<file path="config.mk">
export PLATFORM = sky130hd
export DESIGN_NAME = simon32s64_key_sched_flat
export DESIGN_NICKNAME = d
export VERILOG_FILES = /design/src/rtl/simon_pkg.sv /design/src/rtl/simon32s64_key_sched_if.sv /design/src/rtl/simon32s64_ks_round.sv /design/src/rtl/simon32s64_key_sched.sv /design/src/flat_wrapper.sv
export SDC_FILE = /design/constraint.sdc
export NUM_CORES = 1
export LEC_CHECK = 0
export CORE_MARGIN = 4
export CORE_UTILIZATION = 50
export CTS_BUF_LIST = sky130_fd_sc_hd__clkbuf_4 sky130_fd_sc_hd__clkbuf_8
export CTS_CLUSTER_DIAMETER = 100
export DETAILED_ROUTE_END_ITERATION = 7
export GPL_TIMING_DRIVEN = 1
export PLACE_DENSITY_LB_ADDON = 0.1
export SLEW_MARGIN = 20
export SYNTH_ARGS = -nofsm -noshare
export SYNTH_HDL_FRONTEND = slang
export SYNTH_SLANG_ARGS = --single-unit
</file>
<file path="constraint.sdc">
create_clock -name clk -period 1.95 [get_ports clk]
set_clock_uncertainty 0.2 [all_clocks]
set_input_delay 0.39 -clock clk [delete_from_list [all_inputs] [get_ports clk]]
set_output_delay 0.39 -clock clk [all_outputs]
set_load 0.02 [all_outputs]
</file>
<file path="src/rtl/simon_pkg.sv">
// rtl/simon_pkg.sv - Simon32/64 constants and types shared by key schedule and encryptor
package simon_pkg;

  localparam int SIMON_WORD   = 16;
  localparam int SIMON_ROUNDS = 32;

  typedef logic [SIMON_WORD-1:0] simon_word_t;

  localparam simon_word_t SIMON_C = 16'hFFFC;

  // z0 sequence, bit 0 is the first element of the published sequence
  localparam logic [61:0] SIMON_Z0 =
    62'b0110011100001101010010001011111_0110011100001101010010001011111;

  typedef enum logic [1:0] {
    IDLE,
    RUN,
    REPLAY
  } ks_state_e;

endpackage

</file>
<file path="src/rtl/simon32s64_key_sched_if.sv">
// rtl/simon32s64_key_sched_if.sv - master key in / round key out streams (rk_replay with SIMON_KS_REPLAY_EN)
interface simon32s64_key_sched_if;
  import simon_pkg::*;

  logic [63:0] enc_key_in;
  logic        enc_key_in_vld;
  logic        enc_key_in_rdy;
  simon_word_t rk_out;
  logic        rk_out_vld;
  logic        rk_out_rdy;
  logic [4:0]  rk_idx;
  logic        rk_last;
`ifdef SIMON_KS_REPLAY_EN
  logic        rk_replay;
`endif

  modport slave (
    input  enc_key_in, enc_key_in_vld, rk_out_rdy,
`ifdef SIMON_KS_REPLAY_EN
    input  rk_replay,
`endif
    output enc_key_in_rdy, rk_out, rk_out_vld, rk_idx, rk_last
  );

  modport master (
    output enc_key_in, enc_key_in_vld, rk_out_rdy,
`ifdef SIMON_KS_REPLAY_EN
    output rk_replay,
`endif
    input  enc_key_in_rdy, rk_out, rk_out_vld, rk_idx, rk_last
  );

endinterface

</file>
<file path="src/rtl/simon32s64_ks_round.sv">
// rtl/simon32s64_ks_round.sv - one key expansion step: next word from w0, w1, w3 and a z0 bit
module simon32s64_ks_round
  import simon_pkg::*;
(
  input  simon_word_t w0,
  input  simon_word_t w1,
  input  simon_word_t w3,
  input  logic        zbit,
  output simon_word_t w_new
);

  simon_word_t t0;
  simon_word_t t1;

  assign t0    = {w3[2:0], w3[15:3]} ^ w1;
  assign t1    = t0 ^ {t0[0], t0[15:1]};
  assign w_new = SIMON_C ^ {15'd0, zbit} ^ w0 ^ t1;

endmodule

</file>
<file path="src/rtl/simon32s64_key_sched.sv">
// rtl/simon32s64_key_sched.sv - Simon32/64 key schedule streaming rk0..rk31; SIMON_KS_REPLAY_EN adds a replay cache
module simon32s64_key_sched
  import simon_pkg::*;
(
  input  logic                   clk,
  input  logic                   rst,
  simon32s64_key_sched_if.slave  ks
);

  ks_state_e   state;
  ks_state_e   state_nxt;
  simon_word_t w [4];
  simon_word_t w_new;
  logic [4:0]  idx;
  logic        armed;
  logic        key_hs;
  logic        rk_hs;
  logic        last;
  logic        replay_go;

  assign key_hs = ks.enc_key_in_vld && ks.enc_key_in_rdy;
  assign rk_hs  = ks.rk_out_vld && ks.rk_out_rdy;
  assign last   = (idx == 5'(SIMON_ROUNDS - 1));

  // armed keeps the key port closed until the first clock after reset release
  assign ks.enc_key_in_rdy = armed && (state == IDLE);
  assign ks.rk_out_vld     = (state != IDLE);
  assign ks.rk_idx         = idx;
  assign ks.rk_last        = ks.rk_out_vld && last;

  simon32s64_ks_round u_round (
    .w0    (w[0]),
    .w1    (w[1]),
    .w3    (w[3]),
    .zbit  (SIMON_Z0[idx]),
    .w_new (w_new)
  );

`ifdef SIMON_KS_REPLAY_EN
  simon_word_t cache [SIMON_ROUNDS];
  logic        cache_vld;

  assign replay_go = (state == IDLE) && armed && ks.rk_replay && cache_vld && !key_hs;
  assign ks.rk_out = (state == REPLAY) ? cache[idx] : w[0];

  always_ff @(posedge clk) begin
    if (state == RUN && rk_hs) begin
      cache[idx] <= w[0];
    end
  end

  always_ff @(posedge clk or negedge rst) begin
    if (!rst) begin
      cache_vld <= 1'b0;
    end else if (key_hs) begin
      cache_vld <= 1'b0;
    end else if (state == RUN && rk_hs && last) begin
      cache_vld <= 1'b1;
    end
  end
`else
  assign replay_go = 1'b0;
  assign ks.rk_out = w[0];
`endif

  always_ff @(posedge clk or negedge rst) begin
    if (!rst) begin
      state <= IDLE;
    end else begin
      state <= state_nxt;
    end
  end

  always_comb begin
    state_nxt = state;
    case (state)
      IDLE: begin
        if (key_hs) begin
          state_nxt = RUN;
        end else if (replay_go) begin
          state_nxt = REPLAY;
        end
      end
      RUN, REPLAY: begin
        if (rk_hs && last) begin
          state_nxt = IDLE;
        end
      end
      default: state_nxt = IDLE;
    endcase
  end

  // idx wraps 31->0 on the last transfer, which leaves it at 0 for the next stream
  always_ff @(posedge clk or negedge rst) begin
    if (!rst) begin
      armed <= 1'b0;
      idx   <= 5'd0;
      w[0]  <= '0;
      w[1]  <= '0;
      w[2]  <= '0;
      w[3]  <= '0;
    end else begin
      armed <= 1'b1;
      if (key_hs) begin
        idx  <= 5'd0;
        w[0] <= ks.enc_key_in[15:0];
        w[1] <= ks.enc_key_in[31:16];
        w[2] <= ks.enc_key_in[47:32];
        w[3] <= ks.enc_key_in[63:48];
      end else if (replay_go) begin
        idx <= 5'd0;
      end else if (rk_hs) begin
        idx <= idx + 5'd1;
        if (state == RUN) begin
          w[0] <= w[1];
          w[1] <= w[2];
          w[2] <= w[3];
          w[3] <= w_new;
        end
      end
    end
  end

endmodule

</file>
<file path="src/flat_wrapper.sv">
// flat-port wrapper written by rule: the top's interface ports become plain ports
module simon32s64_key_sched_flat import simon_pkg::*;
  (clk, rst, ks_enc_key_in, ks_enc_key_in_vld, ks_rk_out_rdy, ks_enc_key_in_rdy, ks_rk_out, ks_rk_out_vld, ks_rk_idx, ks_rk_last);
  simon32s64_key_sched_if ks_i ();
  input  logic clk;
  input  logic rst;
  input wire logic [$bits(ks_i.enc_key_in)-1:0] ks_enc_key_in;
  input wire logic [$bits(ks_i.enc_key_in_vld)-1:0] ks_enc_key_in_vld;
  input wire logic [$bits(ks_i.rk_out_rdy)-1:0] ks_rk_out_rdy;
  output wire logic [$bits(ks_i.enc_key_in_rdy)-1:0] ks_enc_key_in_rdy;
  output wire logic [$bits(ks_i.rk_out)-1:0] ks_rk_out;
  output wire logic [$bits(ks_i.rk_out_vld)-1:0] ks_rk_out_vld;
  output wire logic [$bits(ks_i.rk_idx)-1:0] ks_rk_idx;
  output wire logic [$bits(ks_i.rk_last)-1:0] ks_rk_last;
  assign ks_i.enc_key_in = ks_enc_key_in;
  assign ks_i.enc_key_in_vld = ks_enc_key_in_vld;
  assign ks_i.rk_out_rdy = ks_rk_out_rdy;
  assign ks_enc_key_in_rdy = ks_i.enc_key_in_rdy;
  assign ks_rk_out = ks_i.rk_out;
  assign ks_rk_out_vld = ks_i.rk_out_vld;
  assign ks_rk_idx = ks_i.rk_idx;
  assign ks_rk_last = ks_i.rk_last;
  simon32s64_key_sched u_core (.clk(clk), .rst(rst), .ks(ks_i));
endmodule
</file>
==> out/metrics.yaml <==
synth:
  syn_avg_cell_area_um2: 9.46
  ys_seq_area_share_pct: 46.6
  synth.distinct_cells: 25
  synthCells: 403
  synth.ff_latch_count: 71
  synth_edf_count: 0
  synth_ff_type: "dfrtp_1"
  netlist_area_mm2: 0.00381
  ys_async_sr_fraction_pct: 100
  ys_warn_count: 0
  synthesis.nets: 475
floorplan:
  die_w_um: 95.3
  die_y_um: 95.3
  fp.coreArea_mm2: 0.00733
  die_area_mm2: 0.00908
  num_rows: 31
  ios: 92
  start_util_pct: 52.0
finish:
  nets: 566
  layout_commonest_cell: "nand2_1"
  num_antenna_cells: 0
  stdcell_area_mm2: 0.00514
  final_cell_mix: "nand2_1 (97), dfrtp_1 (71), clkdlybuf4s50_1 (66), o21ai_0 (51), xnor2_1 (34)"
  nFillCells: 589
  drive_gt1_share_pct: 12.0
  area_growth_syn_to_layout_pct: 34.8
global_routing:
  grt_usage_pct: 21.6
  grt_pass1_vias: 3064
  antenna_found_initial: 0
  grt_pass1_wl_mm: 15.0
  grt_max_degree: 72
  grt_overflow: 0
run_status:
  status: "finished with violations"
  failed_checks: "negative setup slack"
cts:
  cts_tree: "yes"
  numCtsBuffers: 9
  cts_buffer_depth: 2
  insertion_delay_ns: 0.33
  cts_sinks: 71
  htree_levels: 3
  path_clk_slew_ns: 0.07
  cts-root-buf: "clkbuf_8"
detailed_routing:
  via_per_inst: 5.14
  wire_per_inst_um: 15.4
  dr.pass1.iters: 4
  postRouteAntennaNets: 0
  drcViolationCount: 0
  dr_total_vias: 3071
  drt_iter0_drc: 137
  routed_wirelength_mm: 9.20
timing:
  rsz0062_at_grt: "true"
  totalNegativeSetupSlack_ns: -0.136
  fin_crit_sh_pct: 107
  hold_ws_ns: 0.299
  drv_slew: 0
  hold_viol: 0
  min_period_ns: 2.08
  setup_viol: 2
  fmax_ghz: 0.480
  setup_ws_ns: -0.132
pwr:
  irDropWorstVdd_mv: 0.720
  power.leakage_uw: 0.00232
  powerDensity_mw_per_mm2: 1620
place:
  place_hpwl_mm: 6.47
  placed_cell_area_mm2: 0.00487
  gp_congestion: 0.804
  io_buffers: 91
min_path:
  hp-class: "flop to flop"
worst_setup_path:
  crit_fanout: 2
  end_kind: "output pin"
  crit_type: "flop to output pin"
  crit_arrival_ns: 1.49
  start_kind: "flop"
  crit_required_ns: 1.36
flow_run:
  cap_violations: 0
-- power by group --
group          switching (uW)  internal [uW]
combinational            2050           2150
clock                     533            707
sequential                664           2200
total                    3250           5060
-- per-stage QoR --
| step | power (uW) | util, % | worst slack [ns] | instances |
|---|---|---|---|---|
| finish | 8300 | 70.1 | -0.132 | 598 |
| global route | 9000 | 70.1 | -0.191 | 598 |
| detailed placement | 7110 | 66.4 | -0.258 | 579 |
| global placement | 6990 | 66.4 | -0.240 | 579 |
| CTS | 8320 | 69.9 | -0.137 | 598 |
| floorplan | 6010 | - | 0.00748 | 403 |
-- cells in the mapped netlist (4+ instances only) --
cell type,count,area (um2)
ha_1,4,50.1
xor2_1,16,140
buf_4,22,165
xnor2_1,35,307
buf_2,10,50.1
dfrtp_1,71,1780
nor2_1,21,78.8
a22oi_1,28,210
mux2i_1,22,220
nand2_1,97,364
a21oi_1,5,25.0
clkbuf_1,4,15.0
o21ai_0,51,255
-- logic make-up (layout without fill, tap and decap cells) --
group                    count (synthesis)  count (layout)  synth area share [%]
buffers and inverters                   42             138                  7.26
multiplexers                            23              23                  6.37
other                                    1               1                0.0984
flip-flops                              71              71                  46.6
XOR/XNOR                                52              52                  12.1
AND/OR/NAND/NOR                        125             125                  13.2
adder cells (fa/ha/maj)                  4               4                  1.31
AO/OA/AOI/OAI                           85              85                  13.0
-- flip-flops by register name, indices dropped and copies added (netlist names) --
register,cells
u_core.ks.rk_out,16
u_core.armed,1
u_core.state,1
u_core.w,48
u_core.ks.rk_idx,5
-- cell type report --
type	count	area, um2	share of cell area (%)
Timing Repair Buffer	120	1210	23.6
Tap cell	99	124	2.41
Multi-Input combinational cell	290	1800	35.1
Sequential cell	71	1780	34.6
Clock buffer	13	173	3.36
Inverter	2	7.51	0.146
Clock inverter	3	40.0	0.779
-- path summary, 6_finish.rpt --
kind	start	cells past startpoint	to	slack [ns]
worst max-delay path	u_core.ks.rk_idx[0]	5	ks_rk_last	-0.13
worst min-delay path	u_core.w[16]	2	u_core.w[32]	0.30
worst max register to register	u_core.ks.rk_idx[0]	7	u_core.w[0]	0
worst min register to register	u_core.w[16]	2	u_core.w[32]	0.30
max in group asynchronous	rst	3	u_core.w[16]	0.81
min in group asynchronous	rst	3	u_core.ks.rk_idx[3]	0.40
-- per-layer routing --
metal	global-route usage (%)	part of all wire, %	up-vias
met5	0	0	-
met4	5.29	0.88	0
met3	5.45	5.2	8
met2	33.9	47	81
met1	29.9	47	1471
li1	-	-	1511
-- critical path, cell delays in order, from the launching register on --
cell and delay, ns:
dfrtp_1 0.39, ha_2 0.19, and3_4 0.18, ha_4 0.15
and2_4 0.13, buf_6 0.12
-- what timing repair did --
item	CTS	global route
buffers inserted	2	0
pin swaps	3	2
endpoints found under the hold margin	71	0
hold buffers	1	0
setup endpoints to repair	20	8
gates resized for setup	31	8
gates cloned	0	0
Note: power is estimated with default switching activity, not from simulation.
